### config.mk
export PLATFORM = sky130hd
export DESIGN_NAME = score4_move_ctrl
export DESIGN_NICKNAME = d
export VERILOG_FILES = /design/src/rtl/score4_pkg.sv /design/src/rtl/score4_btn_edge.sv /design/src/rtl/score4_move_ctrl.sv
export SDC_FILE = /design/constraint.sdc
export NUM_CORES = 1
export LEC_CHECK = 0
export ABC_AREA = 1
export BUFFER_PORTS_ARGS = -buffer_cell sky130_fd_sc_hd__buf_2
export CAP_MARGIN = 20
export CORE_AREA = 4 4 83 85
export CTS_CLUSTER_SIZE = 16
export DETAILED_ROUTE_END_ITERATION = 6
export DIE_AREA = 0 0 87 89
export GPL_TIMING_DRIVEN = 0
export PLACE_DENSITY = 0.57
export SLEW_MARGIN = 20
export SYNTH_ARGS = -nofsm -noshare
export SYNTH_HDL_FRONTEND = slang
export SYNTH_SLANG_ARGS = --single-unit
### constraint.sdc
create_clock -name clk -period 3.8 [get_ports clk]
set_input_delay 0.19 -clock clk [delete_from_list [all_inputs] [get_ports clk]]
set_output_delay 0.19 -clock clk [all_outputs]
set_load 0.01 [all_outputs]
### src/rtl/score4_pkg.sv
// Shared constants, cell codes and controller state encoding for the Score 4 move sequencer.
// Optional drop animation in score4_move_ctrl is enabled by defining SCORE4_DROP_ANIM_EN.
package score4_pkg;

    localparam int COLS = 7;
    localparam int ROWS = 6;

    typedef enum logic [1:0] {
        EMPTY = 2'b00,
        PA    = 2'b01,
        PB    = 2'b10
    } cell_t;

    localparam logic [2:0] S_IDLE   = 3'd0;
    localparam logic [2:0] S_DROP   = 3'd1;
    localparam logic [2:0] S_COMMIT = 3'd2;
    localparam logic [2:0] S_SETTLE = 3'd3;
    localparam logic [2:0] S_LOCKED = 3'd4;
    localparam logic [2:0] S_CLEAR  = 3'd5;

    typedef enum logic [2:0] {
        IDLE   = S_IDLE,
        DROP   = S_DROP,
        COMMIT = S_COMMIT,
        SETTLE = S_SETTLE,
        LOCKED = S_LOCKED,
        CLEAR  = S_CLEAR
    } ctrl_state_t;

    localparam logic [COLS-1:0] CURSOR_RST = 7'b0001000;

    // Column heights saturate at the row count instead of wrapping.
    function automatic logic [2:0] next_height(input logic [2:0] h, input int rows);
        return (h >= 3'(rows)) ? h : h + 3'd1;
    endfunction

endpackage

### src/rtl/score4_btn_edge.sv
// Two-flop synchroniser plus registered rising-edge detector for the three raw buttons.
// A held button yields exactly one single-cycle press pulse.
module score4_btn_edge (
    input  logic       clk,
    input  logic       rst,
    input  logic [2:0] btn_raw,
    output logic [2:0] press
);

    logic [2:0] sync1;
    logic [2:0] sync2;
    logic [2:0] prev;

    always_ff @(posedge clk or negedge rst) begin
        if (!rst) begin
            sync1 <= '0;
            sync2 <= '0;
            prev  <= '0;
            press <= '0;
        end else begin
            sync1 <= btn_raw;
            sync2 <= sync1;
            prev  <= sync2;
            press <= sync2 & ~prev;
        end
    end

endmodule

### src/rtl/score4_move_ctrl.sv
// Score 4 move sequencer: cursor, column heights, turn and game-over lock; drives panel writes.
// Define SCORE4_DROP_ANIM_EN to add the falling-token DROP state with its tick counter.
//
// state  | meaning
// IDLE   | waiting for a button press
// DROP   | token falling, one row per TICK_DIV cycles (animation build only)
// COMMIT | one-cycle panel write, height update
// SETTLE | panel updated; sample win/full
// LOCKED | game over; only new_game leaves
// CLEAR  | one-cycle panel clear
module score4_move_ctrl
    import score4_pkg::*;
#(
    parameter int COLS = score4_pkg::COLS,
    parameter int ROWS = score4_pkg::ROWS,
    parameter int unsigned TICK_DIV = 2_500_000
) (
    input  logic            clk,
    input  logic            rst,
    input  logic            left,
    input  logic            right,
    input  logic            put,
    input  logic            new_game,
    input  logic            win,
    input  logic            full,
    output logic [COLS-1:0] cursor,
    output logic            turn,
    output logic            wr_en,
    output logic [2:0]      wr_col,
    output logic [2:0]      wr_row,
    output logic [1:0]      wr_val,
    output logic            clr,
    output logic            invalid,
    output logic            busy,
    output logic            anim_valid,
    output logic [2:0]      anim_row
);

    logic [2:0] press;
    logic       left_p;
    logic       right_p;
    logic       put_p;

    score4_btn_edge u_btn_edge (
        .clk     (clk),
        .rst     (rst),
        .btn_raw ({put, right, left}),
        .press   (press)
    );

    assign {put_p, right_p, left_p} = press;

    ctrl_state_t     state;
    logic [COLS-1:0] cursor_q;
    logic            turn_q;
    logic [2:0]      col_q;
    logic [2:0]      heights [COLS];
    logic            invalid_q;
    logic [2:0]      cur_col;
    logic [2:0]      cur_height;
    logic [2:0]      sel_height;

    function automatic logic [2:0] onehot_idx(input logic [COLS-1:0] oh);
        logic [2:0] idx;
        idx = '0;
        for (int i = 0; i < COLS; i++) begin
            if (oh[i]) idx = 3'(i);
        end
        return idx;
    endfunction

    assign cur_col    = onehot_idx(cursor_q);
    assign cur_height = heights[cur_col];
    assign sel_height = heights[col_q];

`ifdef SCORE4_DROP_ANIM_EN
    localparam int TICK_W = (TICK_DIV > 1) ? $clog2(TICK_DIV) : 1;
    localparam logic [TICK_W-1:0] TICK_RELOAD = TICK_W'(TICK_DIV - 1);

    logic [2:0]        anim_row_q;
    logic [TICK_W-1:0] tick_cnt;
`endif

    always_ff @(posedge clk or negedge rst) begin
        if (!rst) begin
            state     <= IDLE;
            cursor_q  <= COLS'(CURSOR_RST);
            turn_q    <= 1'b0;
            col_q     <= '0;
            invalid_q <= 1'b0;
            for (int i = 0; i < COLS; i++) heights[i] <= '0;
`ifdef SCORE4_DROP_ANIM_EN
            anim_row_q <= '0;
            tick_cnt   <= '0;
`endif
        end else begin
            invalid_q <= 1'b0;
            // new_game overrides everything, including a drop in flight
            if (new_game) begin
                state    <= CLEAR;
                cursor_q <= COLS'(CURSOR_RST);
                turn_q   <= 1'b0;
                for (int i = 0; i < COLS; i++) heights[i] <= '0;
`ifdef SCORE4_DROP_ANIM_EN
                anim_row_q <= '0;
                tick_cnt   <= '0;
`endif
            end else begin
                case (state)
                    IDLE: begin
                        if (put_p) begin
                            if (cur_height >= 3'(ROWS)) begin
                                invalid_q <= 1'b1;
                            end else begin
                                col_q <= cur_col;
`ifdef SCORE4_DROP_ANIM_EN
                                state      <= DROP;
                                anim_row_q <= 3'(ROWS - 1);
                                tick_cnt   <= TICK_RELOAD;
`else
                                state <= COMMIT;
`endif
                            end
                        end else if (left_p ^ right_p) begin
                            if (left_p) cursor_q <= {cursor_q[0], cursor_q[COLS-1:1]};
                            else        cursor_q <= {cursor_q[COLS-2:0], cursor_q[COLS-1]};
                        end
                    end
`ifdef SCORE4_DROP_ANIM_EN
                    DROP: begin
                        if (anim_row_q == sel_height) begin
                            state <= COMMIT;
                        end else if (tick_cnt == '0) begin
                            anim_row_q <= anim_row_q - 3'd1;
                            tick_cnt   <= TICK_RELOAD;
                        end else begin
                            tick_cnt <= tick_cnt - TICK_W'(1);
                        end
                    end
`endif
                    COMMIT: begin
                        heights[col_q] <= next_height(sel_height, ROWS);
                        state          <= SETTLE;
                    end
                    SETTLE: begin
                        if (win || full) begin
                            state <= LOCKED;
                        end else begin
                            turn_q <= ~turn_q;
                            state  <= IDLE;
                        end
                    end
                    LOCKED: begin
                        if (put_p) invalid_q <= 1'b1;
                    end
                    CLEAR: begin
                        state <= IDLE;
                    end
                    default: begin
                        state <= IDLE;
                    end
                endcase
            end
        end
    end

    assign cursor  = cursor_q;
    assign turn    = turn_q;
    assign wr_en   = (state == COMMIT) && !new_game;
    assign wr_col  = col_q;
    assign wr_row  = sel_height;
    assign wr_val  = turn_q ? 2'(PB) : 2'(PA);
    assign clr     = (state == CLEAR);
    assign invalid = invalid_q;
    assign busy    = (state == DROP) || (state == COMMIT) || (state == SETTLE) || (state == CLEAR);

`ifdef SCORE4_DROP_ANIM_EN
    assign anim_valid = (state == DROP);
    assign anim_row   = (state == DROP) ? anim_row_q : 3'd0;
`else
    assign anim_valid = 1'b0;
    assign anim_row   = 3'd0;
`endif

endmodule
==> flow_metrics.tcl <==
set metrics [dict create \
    status "finished, final reports clean" \
    cp-end-kind "flop" \
    pwr_density_cell_nw_per_um2 471 \
    synthXorXnorAreaFrac_pct 0.363 \
    synth_mux_area_share_pct 0 \
    tightest_slew_ps 622 \
    antenna_found_initial 0 \
    die_area_um2 7740 \
    finalWeightedCongestion 0.892 \
    cts-htree-levels 2 \
    start_util_pct 38.9 \
    synth_top_family_by_area "simple AND/OR/NAND/NOR gates" \
    ctsResizeCount 0 \
    ys_types 34 \
    clock_latency_ps 300 \
    syn_to_final_growth_pct 16.4 \
    cts_max_path_buffers 2 \
    path_clk_slew_ps 90 \
    synth-simple-area-share_pct 29.3 \
    routed_wl_um 5630 \
    fin_nets 358 \
    wl_per_cell_um 13.2 \
    cts.sinks 48 \
    layout_commonest_cell "nand2_1" \
    final_cell_mix "nand2_1 (92), dfrtp_1 (47), inv_1 (38)" \
    placementRows 29 \
    syn_area_um2 2410 \
    vias 2127 \
    die_y_um 89 \
    drive_gt1_share_pct 15.4 \
    dpl.cell_count 415 \
    drc 0 \
    ios 32 \
    grt_pass1_vias 1954 \
    cts_tree "built" \
    die_w_um 87 \
    syn_area_per_cell_um2 7.81 \
    dp_hpwl_um 4130 \
    p_leak_uw 0.00150 \
    n_fill_cell 636 \
    grt_pass1_wl_um 9580 \
    coreArea_um2 6200 \
    syn_inst 309 \
    timing.fmax_mhz 469 \
    numCtsBuffers 5 \
    final_hold_viol_count 0 \
    path_max_fanout 8 \
    hold_class "in -> reg" \
    drv_slew 0 \
    fin_crit_ps 2130 \
    setup_viol 0 \
    vdd_ir_drop_max_mv 0.499 \
    grt_usage_pct 15.8 \
    portBuffers 26 \
    critPathKind "reg -> reg" \
    synth_warnings 0 \
    vias_per_cell 4.98 \
    synth_compound_area_share_pct 10.4 \
    period_share_pct 56.1 \
    cp.required_ps 3990 \
    instances_no_fill 427 \
    rsz0062_at_grt "no" \
    start_kind "flop" \
    maxCapViolCount 0 \
    insertedDiodeCount 0 \
    ys_ff_latch 48 \
    seq_area_frac_synth_pct 49.8 \
    overflow 0 \
    setup_tns_ps 0 \
    slew_headroom_pct 58.5 \
    yosys.area_share.adder_pct 0.518 \
    drtIter0Drc 186 \
    ant_nets 0 \
    grt_max_degree 49 \
    drtPass1Iterations 4 \
    arrival_ps 2330 \
    finClkSkew_ps 7.76 \
    clockRootBuffer "clkbuf_8" \
]
## worst max-delay path, cell delays in order (launching register included)
cell	delay, ps
dfrtp_1	490
inv_2	180
nand3_1	160
o21ai_0	210
inv_1	60
nand3_1	100
inv_1	80
ha_1	200
or2_1	220
buf_4	170
nand3_1	90
nand2_1	60
## synth_stat cells
| cell | number | area [um^2] |
|---|---|---|
| nand2_1 | 92 | 345 |
| dfrtp_1 | 47 | 1180 |
| inv_1 | 38 | 143 |
| nand3_1 | 31 | 155 |
| nor2_1 | 23 | 86.3 |
| o21ai_0 | 12 | 60.1 |
| a21oi_1 | 10 | 50.1 |
| buf_4 | 7 | 52.6 |
| o2111ai_1 | 6 | 52.6 |
| inv_2 | 5 | 18.8 |
| nor3_1 | 4 | 20.0 |
| clkbuf_1 | 3 | 11.3 |
| nand4_1 | 3 | 18.8 |
| a31oi_1 | 2 | 12.5 |
| nand2_2 | 2 | 12.5 |
| nor2_2 | 2 | 12.5 |
| nor3_2 | 2 | 20.0 |
| nor4_1 | 2 | 12.5 |
| o21ai_1 | 2 | 10.0 |
| o221ai_1 | 2 | 17.5 |
| a21boi_0 | 1 | 7.51 |
| a221o_1 | 1 | 10.0 |
| a22oi_1 | 1 | 7.51 |
| a2bb2oi_1 | 1 | 8.76 |
| clkinv_1 | 1 | 3.75 |
| conb_1 | 1 | 3.75 |
| dfstp_2 | 1 | 26.3 |
| ha_1 | 1 | 12.5 |
| nand3_2 | 1 | 10.0 |
| nand3b_1 | 1 | 7.51 |
| o211ai_1 | 1 | 7.51 |
| o21bai_1 | 1 | 7.51 |
| or2_1 | 1 | 6.26 |
| xor2_1 | 1 | 8.76 |
## metal layers
| layer | wire length [um] | up-vias | GRT usage [%] | part of all wire [%] |
|---|---|---|---|---|
| met2 | 2490 | 63 | 23.1 | 44 |
| li1 | - | 1070 | - | - |
| met3 | 356 | 7 | 2.86 | 6.3 |
| met4 | 79 | 0 | 5.52 | 1.4 |
| met1 | 2710 | 987 | 23.5 | 48 |
| met5 | 0 | - | 0 | 0 |
## power breakdown
| group | switching, uW | internal [uW] |
|---|---|---|
| clock network | 177 | 198 |
| registers | 19.5 | 530 |
| logic | 275 | 123 |
| total | 471 | 851 |
## logic make-up (layout without fill, tap and decap cells)
kind of cell               count (synthesis)  after routing
other                                      1              4
DFF                                       48             48
buffers and inverters                     54             92
xor gates and xnor gates                   1              1
and+or+nand+nor                          164            164
adders and majority gates                  1              1
AOI/OAI and AO/OA                         40             40
## area by class of cell
cell class,count,area [um^2],share of cell area (%)
clock buffers,5,68.8,2.45
plain buffers,10,63.8,2.27
inverters,44,165,5.88
flip-flops and latches,48,1200,42.8
repair buffers,30,173,6.14
multi-input cells,210,995,35.4
well taps,77,96.3,3.43
clock inverters,3,46.3,1.65
## repair_timing
item                                   CTS  global route
endpoints found under the hold margin    3            47
setup buffers                            0             0
hold buffers                             3             1
## per-stage QoR
step	instance area, um^2	setup slack, ps	power, uW	hold slack [ps]	utilization, %
after global placement	2650	1700	947	300	42.8
final	2810	1670	1320	250	45.3
after floorplan	2430	1860	821	-106	-
after CTS	2800	1680	1340	122	45.1
after global routing	2810	1420	1410	252	45.3
after detailed placement	2650	1690	951	299	42.8
## final timing paths
check | start | end | slack (ps) | depth (start not counted)
worst max-delay path | wr_col[0] | heights[14] | 1670 | 11
worst min-delay path | full | turn | 250 | 4
worst max register to register | wr_col[0] | heights[14] | 1670 | 11
min in group asynchronous | rst | cursor[2] | 450 | 2
max in group asynchronous | rst | heights[10] | 2940 | 2
worst min register to register | u_btn_edge.sync1[0] | u_btn_edge.sync2[0] | 360 | 0
## registers in the layout (all words and copies together), names as in the netlist
name / count
u_btn_edge.press: 3
invalid: 1
u_btn_edge.sync2: 3
heights: 21
u_btn_edge.prev: 3
wr_col: 3
cursor: 7
u_btn_edge.sync1: 3
turn: 1
state: 3
No activity file was read; power rests on OpenSTA's default activity.
